$ cat src/rtl/stopwatch_cnt_if.sv
// Control levels in, display word and tick out, between the mode controller and the stopwatch counter.
interface stopwatch_cnt_if;
    logic        run_md;
    logic        disp_md;
    logic        clr_on;
    logic [15:0] bcd;
    logic        tick;
    logic        dp_pos;

    modport master (output run_md, disp_md, clr_on, input bcd, tick, dp_pos);
    modport slave  (input run_md, disp_md, clr_on, output bcd, tick, dp_pos);
endinterface

$ cat src/rtl/stopwatch_cnt.sv
// Stopwatch: centisecond prescaler feeding a BCD mm:ss.cc chain with a registered display mux.
// Define STOPWATCH_WRAP_EN to roll over at 59:59.99; otherwise the count saturates there.
module stopwatch_cnt #(
    parameter int CLK_HZ  = 100_000_000,
    parameter int TICK_HZ = 100
) (
    input  logic           clk,
    input  logic           rst,
    stopwatch_cnt_if.slave sw
);
    localparam int DIV = CLK_HZ / TICK_HZ;
    localparam int PW  = (DIV > 1) ? $clog2(DIV) : 1;
    localparam logic [PW-1:0] PRE_TOP = PW'(DIV - 1);

    generate
        if (DIV < 2 || (CLK_HZ % TICK_HZ) != 0) begin : g_bad_div
            $error("stopwatch_cnt: CLK_HZ/TICK_HZ must be an integer >= 2");
        end
    endgenerate

    // Returns {carry, next}; carry is set when the pair rolls from {hi_max,9} to 00.
    function automatic logic [8:0] bcd_inc(input logic [7:0] v, input logic [3:0] hi_max);
        logic [8:0] r;
        if (v == {hi_max, 4'd9})
            r = {1'b1, 8'h00};
        else if (v[3:0] == 4'd9)
            r = {1'b0, v[7:4] + 4'd1, 4'd0};
        else
            r = {1'b0, v[7:4], v[3:0] + 4'd1};
        return r;
    endfunction

    logic [PW-1:0] pre_q, pre_d;
    logic [7:0]    cs_q, cs_d, sec_q, sec_d, min_q, min_d;
    logic [15:0]   bcd_q, bcd_d;
    logic          tick_q, tick_d;
    logic          dp_pos_q, dp_pos_d;

    logic [8:0]    cs_nx, sec_nx, min_nx;
    logic          clr, at_max, hold_max;

    assign clr    = sw.clr_on & ~sw.run_md;
    assign cs_nx  = bcd_inc(cs_q, 4'd9);
    assign sec_nx = bcd_inc(sec_q, 4'd5);
    assign min_nx = bcd_inc(min_q, 4'd5);
    // All three pairs at their top value is exactly 59:59.99.
    assign at_max = cs_nx[8] & sec_nx[8] & min_nx[8];

`ifdef STOPWATCH_WRAP_EN
    assign hold_max = 1'b0;
`else
    assign hold_max = at_max;
`endif

    always_comb begin
        pre_d    = pre_q;
        cs_d     = cs_q;
        sec_d    = sec_q;
        min_d    = min_q;
        tick_d   = 1'b0;
        bcd_d    = sw.disp_md ? {min_q, sec_q} : {sec_q, cs_q};
        dp_pos_d = sw.disp_md;

        if (clr) begin
            pre_d = '0;
            cs_d  = 8'h00;
            sec_d = 8'h00;
            min_d = 8'h00;
        end else if (sw.run_md) begin
            if (hold_max) begin
                // Saturated: park the prescaler so no further ticks are produced.
                pre_d = '0;
            end else if (pre_q == PRE_TOP) begin
                pre_d  = '0;
                tick_d = 1'b1;
                cs_d   = cs_nx[7:0];
                if (cs_nx[8]) begin
                    sec_d = sec_nx[7:0];
                    if (sec_nx[8])
                        min_d = min_nx[7:0];
                end
            end else begin
                pre_d = pre_q + PW'(1);
            end
        end
    end

    always_ff @(posedge clk or negedge rst) begin
        if (!rst) begin
            pre_q    <= '0;
            cs_q     <= 8'h00;
            sec_q    <= 8'h00;
            min_q    <= 8'h00;
            bcd_q    <= 16'h0000;
            tick_q   <= 1'b0;
            dp_pos_q <= 1'b0;
        end else begin
            pre_q    <= pre_d;
            cs_q     <= cs_d;
            sec_q    <= sec_d;
            min_q    <= min_d;
            bcd_q    <= bcd_d;
            tick_q   <= tick_d;
            dp_pos_q <= dp_pos_d;
        end
    end

    assign sw.bcd    = bcd_q;
    assign sw.tick   = tick_q;
    assign sw.dp_pos = dp_pos_q;
endmodule

$ cat src/flat_wrapper.sv
// flat-port wrapper written by rule: the top's interface ports become plain ports
module stopwatch_cnt_flat 
#(
    parameter int CLK_HZ  = 100_000_000,
    parameter int TICK_HZ = 100
)
  (clk, rst, sw_run_md, sw_disp_md, sw_clr_on, sw_bcd, sw_tick, sw_dp_pos);
  stopwatch_cnt_if sw_i ();
  input  logic clk;
  input  logic rst;
  input wire logic [$bits(sw_i.run_md)-1:0] sw_run_md;
  input wire logic [$bits(sw_i.disp_md)-1:0] sw_disp_md;
  input wire logic [$bits(sw_i.clr_on)-1:0] sw_clr_on;
  output wire logic [$bits(sw_i.bcd)-1:0] sw_bcd;
  output wire logic [$bits(sw_i.tick)-1:0] sw_tick;
  output wire logic [$bits(sw_i.dp_pos)-1:0] sw_dp_pos;
  assign sw_i.run_md = sw_run_md;
  assign sw_i.disp_md = sw_disp_md;
  assign sw_i.clr_on = sw_clr_on;
  assign sw_bcd = sw_i.bcd;
  assign sw_tick = sw_i.tick;
  assign sw_dp_pos = sw_i.dp_pos;
  stopwatch_cnt #(.CLK_HZ(CLK_HZ), .TICK_HZ(TICK_HZ)) u_core (.clk(clk), .rst(rst), .sw(sw_i));
endmodule
$ cat config.mk
export PLATFORM = sky130hd
export DESIGN_NAME = stopwatch_cnt_flat
export DESIGN_NICKNAME = d
export VERILOG_FILES = /design/src/rtl/stopwatch_cnt_if.sv /design/src/rtl/stopwatch_cnt.sv /design/src/flat_wrapper.sv
export SDC_FILE = /design/constraint.sdc
export NUM_CORES = 1
export LEC_CHECK = 0
export ABC_CLOCK_PERIOD_IN_PS = 5100
export CAP_MARGIN = 20
export CORE_MARGIN = 1
export CORE_UTILIZATION = 50
export CTS_BUF_LIST = sky130_fd_sc_hd__clkbuf_8 sky130_fd_sc_hd__clkbuf_16
export DETAILED_ROUTE_END_ITERATION = 10
export PLACE_DENSITY = 0.7
export SLEW_MARGIN = 20
export SYNTH_ARGS = -nofsm -noshare
export SYNTH_HDL_FRONTEND = slang
export SYNTH_SLANG_ARGS = --single-unit
$ cat constraint.sdc
create_clock -name clk -period 5.1 [get_ports clk]
set_clock_uncertainty 0.15 [all_clocks]
set_input_delay 1.275 -clock clk [delete_from_list [all_inputs] [get_ports clk]]
set_output_delay 1.275 -clock clk [all_outputs]
set_load 0.05 [all_outputs]
==> results.py, run 1 <==
metrics = {
    "floorplan": {
        "dieArea_mm2": 0.00683,
        "start_util": 0.515,
        "die_y_um": 82.6,
        "core_mm2": 0.00631,
        "fp.dieW_um": 82.6,
        "pin_count": 23,
        "fp-row-count": 29,
    },
    "clock_tree": {
        "cts_buffer_depth": 2,
        "root_buffer": "clkbuf_8",
        "htreeDepth": 3,
        "cts_tree": "yes",
        "clock_latency_ns": 0.34,
        "cts_sinks": 62,
        "ctsResizeCount": 0,
        "cts_setup_buffers": 0,
        "path_clk_slew_ns": 0.06,
        "cts-buffers-inserted": 9,
        "hold_buffers": 0,
    },
    "detailed_routing": {
        "met2_length_mm": 3.10,
        "wl_met1_mm": 3.03,
        "vias": 2393,
        "ant_nets": 0,
        "highest_layer": "met4",
        "wirelength_mm": 6.37,
        "wl_met3_um": 134,
        "dr.pass1.iters": 4,
        "detail_route.wl_per_cell_um": 15.1,
        "via_per_inst": 5.68,
        "route.detailed.drc": 0,
        "drt_iter0_drc": 154,
    },
    "global_route": {
        "grt_max_degree": 39,
        "gr-total-overflow": 0,
        "antenna_found_initial": 0,
        "grt_pass1_vias": 2340,
        "grt_pass1_wl_mm": 10.6,
        "grt_usage": 0.210,
    },
    "timing": {
        "final-hold-violation-count": 0,
        "relSlewSlack": 0.418,
        "worst_pin_slew_ns": 0.870,
        "holdWs_ns": 0.397,
        "maxSlewViolCount": 0,
        "setup_viol": 0,
        "grt_setup_unrepaired": "false",
        "tns_ns": 0,
        "fin_crit_ns": 3.14,
        "max_freq_ghz": 0.318,
        "min_period_over_period": 0.616,
    },
    "logic_synthesis": {
        "synthCells": 314,
        "syn_avg_cell_area_um2": 10.4,
        "synth-seq-area-share": 0.477,
        "synth_edf_count": 0,
        "ys.flop_type": "dfrtp_1",
        "synth_cell_types": 63,
        "async_reset_ff_frac": 1.00,
        "yosysWarnings": 0,
        "ys_seq_elements": 62,
        "syn_area_mm2": 0.00325,
        "synth_nets": 332,
    },
    "worst_setup_path": {
        "critPathLaunchType": "input pin",
        "crit_path_max_fanout": 10,
        "arrival_ns": 3.25,
        "crit_required_ns": 5.21,
        "worstSetupPathType": "in -> reg",
        "endpoint_kind": "register",
    },
    "pwr": {
        "power_w": 0.000981,
        "powerDensity_mw_per_mm2": 263,
        "vdd_drop_max_uv": 150,
        "leakage_nw": 1.62,
    },
    "layout": {
        "area_delta_synth_final_pct": 14.6,
        "layout_common_cells": "dfrtp_1, nor2_1, clkdlybuf4s50_1",
        "regArea_mm2": 0.00155,
        "insertedDiodeCount": 0,
        "multi_input_area_mm2": 0.00160,
        "nFillCells": 560,
        "layout_commonest_cell": "dfrtp_1",
        "final_util": 0.590,
        "drive_above_1_share": 0.119,
        "stdcell_count": 421,
        "fin_nets": 357,
    },
    "status": {
        "status": "finished clean",
    },
    "job": {
        "maxCapViolCount": 0,
    },
    "placed_design": {
        "dp_hpwl_mm": 4.44,
        "dp.cells": 405,
        "place.gp.congestion": 0.908,
        "io_buffers": 22,
    },
    "hold_path": {
        "min_path_type": "reg -> reg",
    },
}
[worst max-delay path: stages]
cell	delay (ns)
clkdlybuf4s50_1	0.64
nor4b_4	0.43
nand4_4	0.20
or4_1	0.54
a21oi_1	0.16
[cell type report]
| cell class | instances | area share |
|---|---|---|
| flip-flops and latches | 62 | 0.416 |
| inverters | 12 | 0.0121 |
| clock buffers | 11 | 0.0406 |
| multi-input cells | 230 | 0.430 |
| clock inverters | 5 | 0.0134 |
| repair buffers | 24 | 0.0618 |
| well taps | 77 | 0.0258 |
[final timing paths]
| path | from | end | slack [ns] | cells after the start |
|---|---|---|---|---|
| min in group asynchronous | rst | u_core.sw.bcd[3]$_DFF_PN0_ | 0.77 | 1 |
| setup reg to reg | u_core.pre_q[0]$_DFFE_PN0P_ | u_core.pre_q[3]$_DFFE_PN0P_ | 2.52 | 6 |
| setup / recovery | sw_run_md | u_core.min_q[7]$_DFFE_PN0P_ | 1.96 | 5 |
| hold reg to reg | u_core.sec_q[7]$_DFFE_PN0P_ | u_core.sec_q[7]$_DFFE_PN0P_ | 0.40 | 1 |
| max in group asynchronous | rst | u_core.min_q[5]$_DFFE_PN0P_ | 3.15 | 2 |
| hold / removal | u_core.sec_q[7]$_DFFE_PN0P_ | u_core.sec_q[7]$_DFFE_PN0P_ | 0.40 | 1 |
[stage by stage]
step / cell area (um2) / worst slack, ns
after floorplan: 3250 / 2.48
after global placement: 3530 / 1.70
after detailed placement: 3530 / 1.63
after CTS: 3730 / 1.99
after global routing: 3730 / 1.86
final: 3730 / 1.96
[synthesized netlist by cell type, types with 7 or more instances]
cell type,instances,area share
ha_1,13,0.050
nor2_1,35,0.040
dfrtp_1,62,0.48
mux2_2,11,0.038
xor2_1,7,0.019
xnor2_1,7,0.019
inv_1,12,0.014
nand2_1,20,0.023
o21ai_0,11,0.017
nand3_1,17,0.026
nor3_1,8,0.012
[layer usage]
layer  up-vias  GRT usage
met1      1166      0.247
met3        11     0.0429
met2        31      0.360
met4         0      0.109
met5         -          0
li1       1185          -
[kinds of logic (layout without fill, tap and decap cells)]
| logic type | after synthesis | in the layout | share of synthesized area |
|---|---|---|---|
| muxes | 17 | 17 | 0.0566 |
| AOI/OAI and AO/OA | 53 | 53 | 0.115 |
| buffers and inverters | 22 | 52 | 0.0300 |
| adders and majority gates | 13 | 13 | 0.0500 |
| and+or+nand+nor | 133 | 133 | 0.234 |
| DFF | 62 | 62 | 0.477 |
| xor gates and xnor gates | 14 | 14 | 0.0377 |
[registers in the layout, summed over array words and instances, names as in the netlist]
signal / count
u_core.cs_q: 8
u_core.sec_q: 8
u_core.sw.bcd: 16
u_core.pre_q: 20
u_core.min_q: 8
u_core.sw.tick: 1
u_core.sw.dp_pos: 1
[power breakdown]
part | total, W | internal [W] | switching (W)
clock | 0.000434 | 0.000248 | 0.000186
combinational | 0.0000425 | 0.0000136 | 0.0000289
sequential | 0.000504 | 0.000497 | 0.00000729
Power figures use the tool's default switching activity.
==> run 2: changes to the inputs <==
--- a/config.mk
+++ b/config.mk
@@ -5,13 +5,13 @@
 export SDC_FILE = /design/constraint.sdc
 export NUM_CORES = 1
 export LEC_CHECK = 0
-export ABC_CLOCK_PERIOD_IN_PS = 5100
+export ABC_CLOCK_PERIOD_IN_PS = 2700
 export CAP_MARGIN = 20
 export CORE_MARGIN = 1
 export CORE_UTILIZATION = 50
 export CTS_BUF_LIST = sky130_fd_sc_hd__clkbuf_8 sky130_fd_sc_hd__clkbuf_16
 export DETAILED_ROUTE_END_ITERATION = 10
-export PLACE_DENSITY = 0.7
+export PLACE_DENSITY = 0.72
 export SLEW_MARGIN = 20
 export SYNTH_ARGS = -nofsm -noshare
 export SYNTH_HDL_FRONTEND = slang
==> constraint.sdc (replaced) <==
create_clock -name clk -period 2.7 [get_ports clk]
set_clock_uncertainty 0.15 [all_clocks]
set_input_delay 0.675 -clock clk [delete_from_list [all_inputs] [get_ports clk]]
set_output_delay 0.675 -clock clk [all_outputs]
set_load 0.05 [all_outputs]
==> run 2 against run 1 <==
  * Sequential power rose by 88%
  * Via count increased by 3.7%
  * Combinational power rose by 110%
  * Routed wire length increased by 0.45%
  * Clock power increased by 97%
  * Global-route usage rose by 1.1 points
  * First-iteration DRC count fell by 47%
  * Register-to-register slack worse by 2.3 ns
  * Hold slack worse by 0.27 ns
  * Power increased by 93%
  * Die area unchanged
  * Critical path type is now reg -> reg
  * Critical endpoint is now u_core.pre_q[6]$_DFFE_PN0P_
  * Largest cell class unchanged
  * Largest power group unchanged
==> results.py, run 2 (synthesized netlist as in run 1, its figures left out) <==
metrics = {
    "floorplan": {
        "fp.dieW_um": 82.6,
        "start_util": 0.515,
        "pin_count": 23,
        "die_y_um": 82.6,
        "dieArea_mm2": 0.00683,
        "core_mm2": 0.00631,
        "fp-row-count": 29,
    },
    "worst_setup_path": {
        "slowest_stage": "or4_4",
        "worstSetupPathType": "reg -> reg",
        "critical_path.max_stage_delay_ns": 0.59,
        "crit_path_max_fanout": 5,
        "crit_required_ns": 2.78,
        "critPathBufInv": 1,
        "worst-r2r-setup-slack_ns": 0.20,
        "ff2ff_path_depth": 7,
        "endpoint_kind": "register",
        "r2r-end": "u_core.pre_q[6]$_DFFE_PN0P_",
        "arrival_ns": 2.58,
        "critPathTopFamily": "simple AND/OR/NAND/NOR gates",
        "r2r_start": "u_core.min_q[1]$_DFFE_PN0P_",
        "critPathLaunchType": "register",
        "crit_chain": "inv_1 -> ha_1 -> nand3b_1 -> or4_4 -> o21ai_1 -> nor2_1 -> a221o_1",
    },
    "layout": {
        "final_util": 0.609,
        "largest_register_ff_count": 20,
        "nFillCells": 536,
        "area_delta_synth_final_pct": 18.2,
        "top_register": "u_core.pre_q",
        "fin_nets": 368,
        "insertedDiodeCount": 0,
        "stdcell_area_mm2": 0.00384,
        "drive_above_1_share": 0.152,
        "layout_commonest_cell": "dfrtp_1",
        "layout_common_cells": "dfrtp_1, nor2_1, clkdlybuf4s50_1",
    },
    "timing": {
        "timing.final.ws_setup_ns": 0.200,
        "setup_viol": 0,
        "min_period_over_period": 0.926,
        "maxSlewViolCount": 0,
        "tns_ns": 0,
        "final-hold-violation-count": 0,
        "max_freq_ghz": 0.400,
        "grt_setup_unrepaired": "false",
        "relSlewSlack": 0.648,
        "worst_pin_slew_ns": 0.524,
        "fin_crit_ns": 2.50,
    },
    "global_route": {
        "grt_usage": 0.221,
        "gr-total-overflow": 0,
        "grt_max_degree": 43,
        "antenna_found_initial": 0,
        "grt_pass1_vias": 2402,
        "grt_pass1_wl_mm": 11.0,
    },
    "job": {
        "maxCapViolCount": 0,
    },
    "detailed_routing": {
        "wirelength_mm": 6.40,
        "ant_nets": 0,
        "dr.pass1.iters": 4,
        "drt_iter0_drc": 81,
        "via_per_inst": 5.75,
        "route.detailed.drc": 0,
        "vias": 2482,
        "detail_route.wl_per_cell_um": 14.8,
    },
    "clock_tree": {
        "hold_buffers": 0,
        "cts-buffers-inserted": 9,
        "htreeDepth": 3,
        "path_clk_slew_ns": 0.07,
        "ctsResizeCount": 0,
        "clock_latency_ns": 0.35,
        "cts_sinks": 62,
        "root_buffer": "clkbuf_8",
        "cts_setup_buffers": 0,
        "cts_buffer_depth": 2,
        "cts_tree": "yes",
    },
    "pwr": {
        "vdd_drop_max_uv": 269,
        "powerDensity_mw_per_mm2": 493,
        "leakage_nw": 1.67,
        "power_w": 0.00190,
    },
    "status": {
        "status": "finished clean",
    },
    "placed_design": {
        "post-place-ws_ns": 0.00420,
        "place.gp.congestion": 0.823,
        "dp_hpwl_mm": 4.59,
        "dpl_cell_area_mm2": 0.00363,
        "io_buffers": 22,
    },
    "hold_path": {
        "min_path_type": "in -> async",
    },
}
==> run 2: changes by cell type in the layout (fill, tap and decap cells not counted), sizes merged <==
cell      before  now
inv           14   12
buf            3   14
clkinvlp       1    3
==> run 2: per-stage QoR <==
step                cells  hold slack, ns
global placement      416           0.368
CTS                   432           0.132
finish                432           0.127
detailed placement    416           0.373
global route          432           0.157
floorplan             314           0.229
==> run 2: worst max path at each step <==
stage / start / to / slack [ns] / cells past startpoint
floorplan: u_core.min_q[1]$_DFFE_PN0P_ / u_core.pre_q[10]$_DFFE_PN0P_ / 0.48 / 8
global placement: sw_run_md / u_core.min_q[7]$_DFFE_PN0P_ / 0.03 / 5
detailed placement: sw_run_md / u_core.min_q[7]$_DFFE_PN0P_ / 0.004 / 5
CTS: u_core.min_q[1]$_DFFE_PN0P_ / u_core.pre_q[6]$_DFFE_PN0P_ / 0.20 / 7
global route: u_core.min_q[5]$_DFFE_PN0P_ / u_core.pre_q[6]$_DFFE_PN0P_ / 0.1 / 7
finish: u_core.min_q[1]$_DFFE_PN0P_ / u_core.pre_q[6]$_DFFE_PN0P_ / 0.20 / 7
==> run 2: layout make-up <==
type                            count  area, um2  share of cell area
Clock buffer                       11        151              0.0394
Clock inverter                      5       57.6              0.0150
Inverter                           12       45.0              0.0117
Multi-Input combinational cell    230       1600               0.417
Sequential cell                    62       1550               0.404
Tap cell                           77       96.3              0.0251
Timing Repair Buffer               35        338              0.0879
==> run 2: report_power, final <==
part | internal (W) | switching (W)
Sequential | 0.000938 | 0.0000123
Combinational | 0.0000341 | 0.0000566
Clock | 0.000474 | 0.000380
==> run 2: per-layer routing <==
layer / routed length [um] / vias up / part of all wire / GRT usage
met2: 3150 / 49 / 0.49 / 0.370
met1: 2920 / 1202 / 0.46 / 0.264
met5: 0 / - / 0 / 0
met4: 157 / 0 / 0.025 / 0.102
met3: 180 / 14 / 0.028 / 0.0571
li1: - / 1217 / - / -
==> run 2: worst register-to-register path, stage by stage, from the launching register on <==
cell      delay [ns]
dfrtp_1         0.42
inv_1           0.09
ha_1            0.17
nand3b_1        0.15
or4_4           0.59
o21ai_1         0.34
nor2_1          0.16
a221o_1         0.31
==> edit 1: new RTL, flow settings as in run 2 <==
The option `STOPWATCH_WRAP_EN` is turned on by a define.
--- a/src/rtl/stopwatch_cnt.sv
+++ b/src/rtl/stopwatch_cnt.sv
@@ -2,2 +2,4 @@
 // Define STOPWATCH_WRAP_EN to roll over at 59:59.99; otherwise the count saturates there.
+`define STOPWATCH_WRAP_EN
+
 module stopwatch_cnt #(
Function: same outputs for any inputs over 10 cycles, from zero or initial values and one cycle with rst low; that may be too few to reach the edited logic, so the function may still have changed.
==> edit 1 against run 2 <==
- area after synthesis fell by 0.27%
- utilization grew 1.6 points
- global-route usage is 0.65 points higher
- via count grew 0.20%
- final area decreased by 0.94%
- worst setup slack improved by 180 ps
- non-clock buffer count up 6
- die area decreased by 0.27%
- final cell count stayed put
- sequential cell count unchanged
- hold slack better by 62 ps
- wire length is 5.6% higher
- critical path type is now input pin to flop
- largest cell class unchanged
Power is not compared: it rests on default switching activity, and its combinational part moved more than twofold at a synthesized area within 25%.
==> edit 1: results (changes against run 2) <==
first element of the critical path=sw_run_md; half-perimeter wire length after placement=4680 microns (+2.0%); largest cells by area after synthesis=sky130_fd_sc_hd__dfrtp_1 48%, sky130_fd_sc_hd__mux2_2 5.9%, sky130_fd_sc_hd__ha_1 5.0%, sky130_fd_sc_hd__nand2_1 3.5%, sky130_fd_sc_hd__o21ai_0 2.8%; detail-routed via count per cell=5.76 (+0.20%); CP max stage delay=510 ps (-80 ps); peak fanout along the critical path=8 (+3); met3 layer usage reported by global route=0.0495 (-0.00769); largest net degree at the start of global routing=63 (+47%); Max-Slew Margin vs Limit=0.553 (-0.0954); overall global routing resource usage=0.227 (+0.00655); slack of the worst reg-to-reg path=440 ps (+240 ps); Setup WS pre-CTS=24.6 ps (+20.4 ps); dpl cell area=3640 sq um (+0.14%); part of the cycle the worst path needs=0.860 (-0.0656); top post-synthesis cells by count=62 x sky130_fd_sc_hd__dfrtp_1, 30 x sky130_fd_sc_hd__nand2_1, 18 x sky130_fd_sc_hd__nor2_1, 18 x sky130_fd_sc_hd__o21ai_0, 17 x sky130_fd_sc_hd__mux2_2; r2r endpoint=u_core.sec_q[0]$_DFFE_PN0P_; wire length on met1=3410 microns (+17%); Setup crit end=u_core.sec_q[0]$_DFFE_PN0P_; weighted congestion at the end of routability-driven global placement=0.840 (+2.1%); number of nets in the finished design=371 (+0.82%); cell depth of the worst flop-to-flop path=5 (-2); share of the yosys chip area belonging to registers=0.478 (+0.00129); count of cell types in the netlist=55 (-13%); hold slack=189 ps (+62.1 ps); first-pass GRT wire length=11500 microns (+3.9%); met2 routed WL=3080 microns (-2.1%); met2 usage=0.345 (-0.0250); category of cells accounting for the largest share of critical-path delay=buffers and inverters; CP max stage cell=sky130_fd_sc_hd__clkdlybuf4s50_1; Placed Cells incl. Taps=417 (+0.24%); via count of the first global-routing pass=2407 (+0.21%); fraction of layout instances using a drive strength above 1=0.168 (+0.0160); Mean Syn Cell Area=10.3 sq um (-0.27%); filler cell count in the final layout=511 (-4.7%); met1 usage in global routing=0.315 (+0.0510); result of the run=finished clean
[edit 1: changes by cell type in the layout (fill, tap and decap cells not counted), sizes merged, moves of 4 or more]
cell   change
a31oi      +5
buf        +6
mux2       +6
mux2i      -4
nand2     +10
nor2      -17
nor2b      +4
o21ai      +6
or4        -5
xor2       -6
[edit 1: final cells by class]
type | instances | area [sq um] | area share
Multi-Input combinational cell | 229 | 1590 | 0.417
Inverter | 10 | 37.5 | 0.00986
Clock inverter | 4 | 16.3 | 0.00427
Timing Repair Buffer | 41 | 370 | 0.0973
Sequential cell | 62 | 1550 | 0.408
Tap cell | 75 | 93.8 | 0.0247
Clock buffer | 11 | 151 | 0.0398
[edit 1: kinds of logic after synthesis]
family                     synth area share
buffers and inverters                0.0328
adders and majority gates            0.0502
and+or+nand+nor                       0.207
muxes                                0.0652
DFF                                   0.478
xor gates and xnor gates             0.0216
AOI/OAI and AO/OA                     0.145
==> edit 2: new RTL, config.mk and constraints of run 2 <==
Made on the original files. Make the reset (`rst`) synchronous in one clocked block.
--- a/src/rtl/stopwatch_cnt.sv
+++ b/src/rtl/stopwatch_cnt.sv
@@ -87,3 +87,3 @@
 
-    always_ff @(posedge clk or negedge rst) begin
+    always_ff @(posedge clk) begin
         if (!rst) begin
Function: differs if rst is asserted again (counterexample within 4 cycles, from zero or initial values and one cycle with rst low); with rst held inactive, the same outputs for 10 cycles.
==> edit 2 against run 2 <==
- sequential cell count is the same
- wire length grew 30%
- largest power group unchanged
- final area grew 3.3%
- fmax shrank 4.5%
- combinational power shrank 0.6%
- area after synthesis grew 1.1%
- power shrank 8.1%
- worst setup slack lost 120 ps
- largest cell class unchanged
- critical path depth shrank 1
- die area grew 1.1%
==> edit 2: results (changes against run 2) <==
iteration-0 DRC count of the detailed router=199 (+150%); cts bufs inserted=9 (unchanged); max FFs per register=20 (unchanged); root buffer selected by CTS=sky130_fd_sc_hd__clkbuf_8; share of the yosys chip area belonging to registers=0.378 (-0.0995); register ranked first by flip-flop count=u_core.pre_q; via count of the first global-routing pass=2766 (+15%); ANT cells=0 (unchanged); filler cell count in the final layout=535 (-0.19%); largest cells by area after synthesis=sky130_fd_sc_hd__dfxtp_1 38%, sky130_fd_sc_hd__mux2i_1 7.0%, sky130_fd_sc_hd__ha_1 4.9%, sky130_fd_sc_hd__nand3_1 3.5%, sky130_fd_sc_hd__nor2b_1 3.0%; number of nets in the finished design=438 (+19%); count of cell types in the netlist=55 (-13%); first-pass GRT wire length=13500 microns (+22%); first drt pass iteration count=5 (+1); Max-Slew Margin vs Limit=0.656 (+0.00754); CTS H-tree depth=3 (unchanged); Clock transition at path regs=80 ps; CP max stage cell=sky130_fd_sc_hd__or4_4; number of buffers on the longest clock path=2 (unchanged); half-perimeter wire length after placement=5960 microns (+30%); HP Class=flop to flop; weighted congestion at the end of routability-driven global placement=0.883 (+7.3%); leakage power of the design=1.42 nW (-15%); initial antenna violation count=0 (unchanged); worst-skew pair later-pin latency=340 ps; top post-synthesis cells by count=62 x sky130_fd_sc_hd__dfxtp_1, 25 x sky130_fd_sc_hd__nand2_1, 23 x sky130_fd_sc_hd__mux2i_1, 23 x sky130_fd_sc_hd__nand3_1; hold slack=355 ps (+228 ps); most used flip-flop cell after synthesis=sky130_fd_sc_hd__dfxtp_1; Worst EP arrival=2740 ps (+160 ps); routed wire length per instance=16.6 microns (+12%); CP max stage delay=590 ps (about the same); slack of the worst reg-to-reg path=80 ps (-120 ps); net count after synthesis=391 (+18%); synth warn=0 (unchanged); Peak VDD IR=0.328 mV (+22%); fraction of layout instances using a drive strength above 1=0.146 (-0.00623); final count of hold timing violations=0 (unchanged); count of vias placed by the detailed router=3073 (+24%); quantity of I/O buffers inserted on ports=22 (unchanged); peak fanout along the critical path=12 (+7); largest net degree at the start of global routing=25 (-42%); result of the run=finished clean; overall global routing resource usage=0.244 (+0.0233); fraction of registers with async set or reset after synthesis=0 (-1.00)
==> edit 2: cell types whose count changed in the layout (fill, tap and decap cells not counted), sizes merged, moves of 7 or more <==
cell	change
mux2i	+17
nand4	+7
o21ai	+7
nor2	-15
mux2	-10
buf	+18
dfrtp	-62
nor2b	+15
dfxtp	+62
==> edit 2: worst paths after layout <==
path	end	cells after the start	start
min	u_core.pre_q[19]$_SDFFE_PP0P_	1	u_core.pre_q[19]$_SDFFE_PP0P_
max	u_core.sec_q[2]$_SDFFE_PP0P_	6	u_core.pre_q[1]$_SDFFE_PP0P_
min reg2reg	u_core.pre_q[19]$_SDFFE_PP0P_	1	u_core.pre_q[19]$_SDFFE_PP0P_
max reg2reg	u_core.sec_q[2]$_SDFFE_PP0P_	6	u_core.pre_q[1]$_SDFFE_PP0P_
==> edit 2: final cells by class <==
cell class / count / share of cell area
multi-input combinational: 276 / 0.484
sequential: 62 / 0.313
timing repair buffer: 54 / 0.119
clock buffer: 9 / 0.0312
tap: 77 / 0.0243
inverter: 17 / 0.0161
clock inverter: 7 / 0.0126
==> edit 2: stage by stage <==
stage,setup WS (ps),instances,area (sq um),utilization
2_1_floorplan,56.1,373,3290,-
3_3_place_gp,118,484,3770,0.594
4_1_cts,75.4,500,3940,0.621
6_report,82.9,502,3970,0.625
3_5_place_dp,77.3,484,3770,0.594
5_1_grt,23.8,502,3970,0.625
==> edit 2: timing repair <==
action | CTS | global route
setup buffers | 0 | 2
endpoints found under the setup margin | 0 | 5
resized for setup | 0 | 3
hold endpoints to repair | 0 | 0
==> edit 2: power by group <==
part	internal [W]	switching (W)	total [W]
Combinational	0.0000357	0.0000545	0.0000902
Clock	0.000335	0.000398	0.000733
Sequential	0.000916	0.00000235	0.000919
Total	0.00129	0.000455	0.00174
==> edit 2: worst max-delay path, delay by kind of cell, from the launching register on <==
| kind | cells | cell delay, ps |
|---|---|---|
| AOI/OAI and AO/OA | 1 | 170 |
| adders and majority gates | 1 | 230 |
| DFF | 1 | 390 |
| and+or+nand+nor | 4 | 1620 |
==> edit 2: logic make-up (layout without fill, tap and decap cells) <==
kind of cell / after synthesis / count (layout) / share of synthesized area
buffers and inverters: 35 / 87 / 0.0423
and+or+nand+nor: 168 / 168 / 0.303
muxes: 24 / 24 / 0.0735
AOI/OAI and AO/OA: 67 / 67 / 0.144
xor gates and xnor gates: 4 / 4 / 0.0107
adders and majority gates: 13 / 13 / 0.0495
DFF: 62 / 62 / 0.378
==> edit 2: metal layers <==
metal  track usage  vias up  part of all wire
met3        0.0487       14             0.051
met4        0.0862        0             0.015
li1              -     1485                 -
met5             0        -                 0
met2         0.387       97              0.46
met1         0.330     1477              0.47
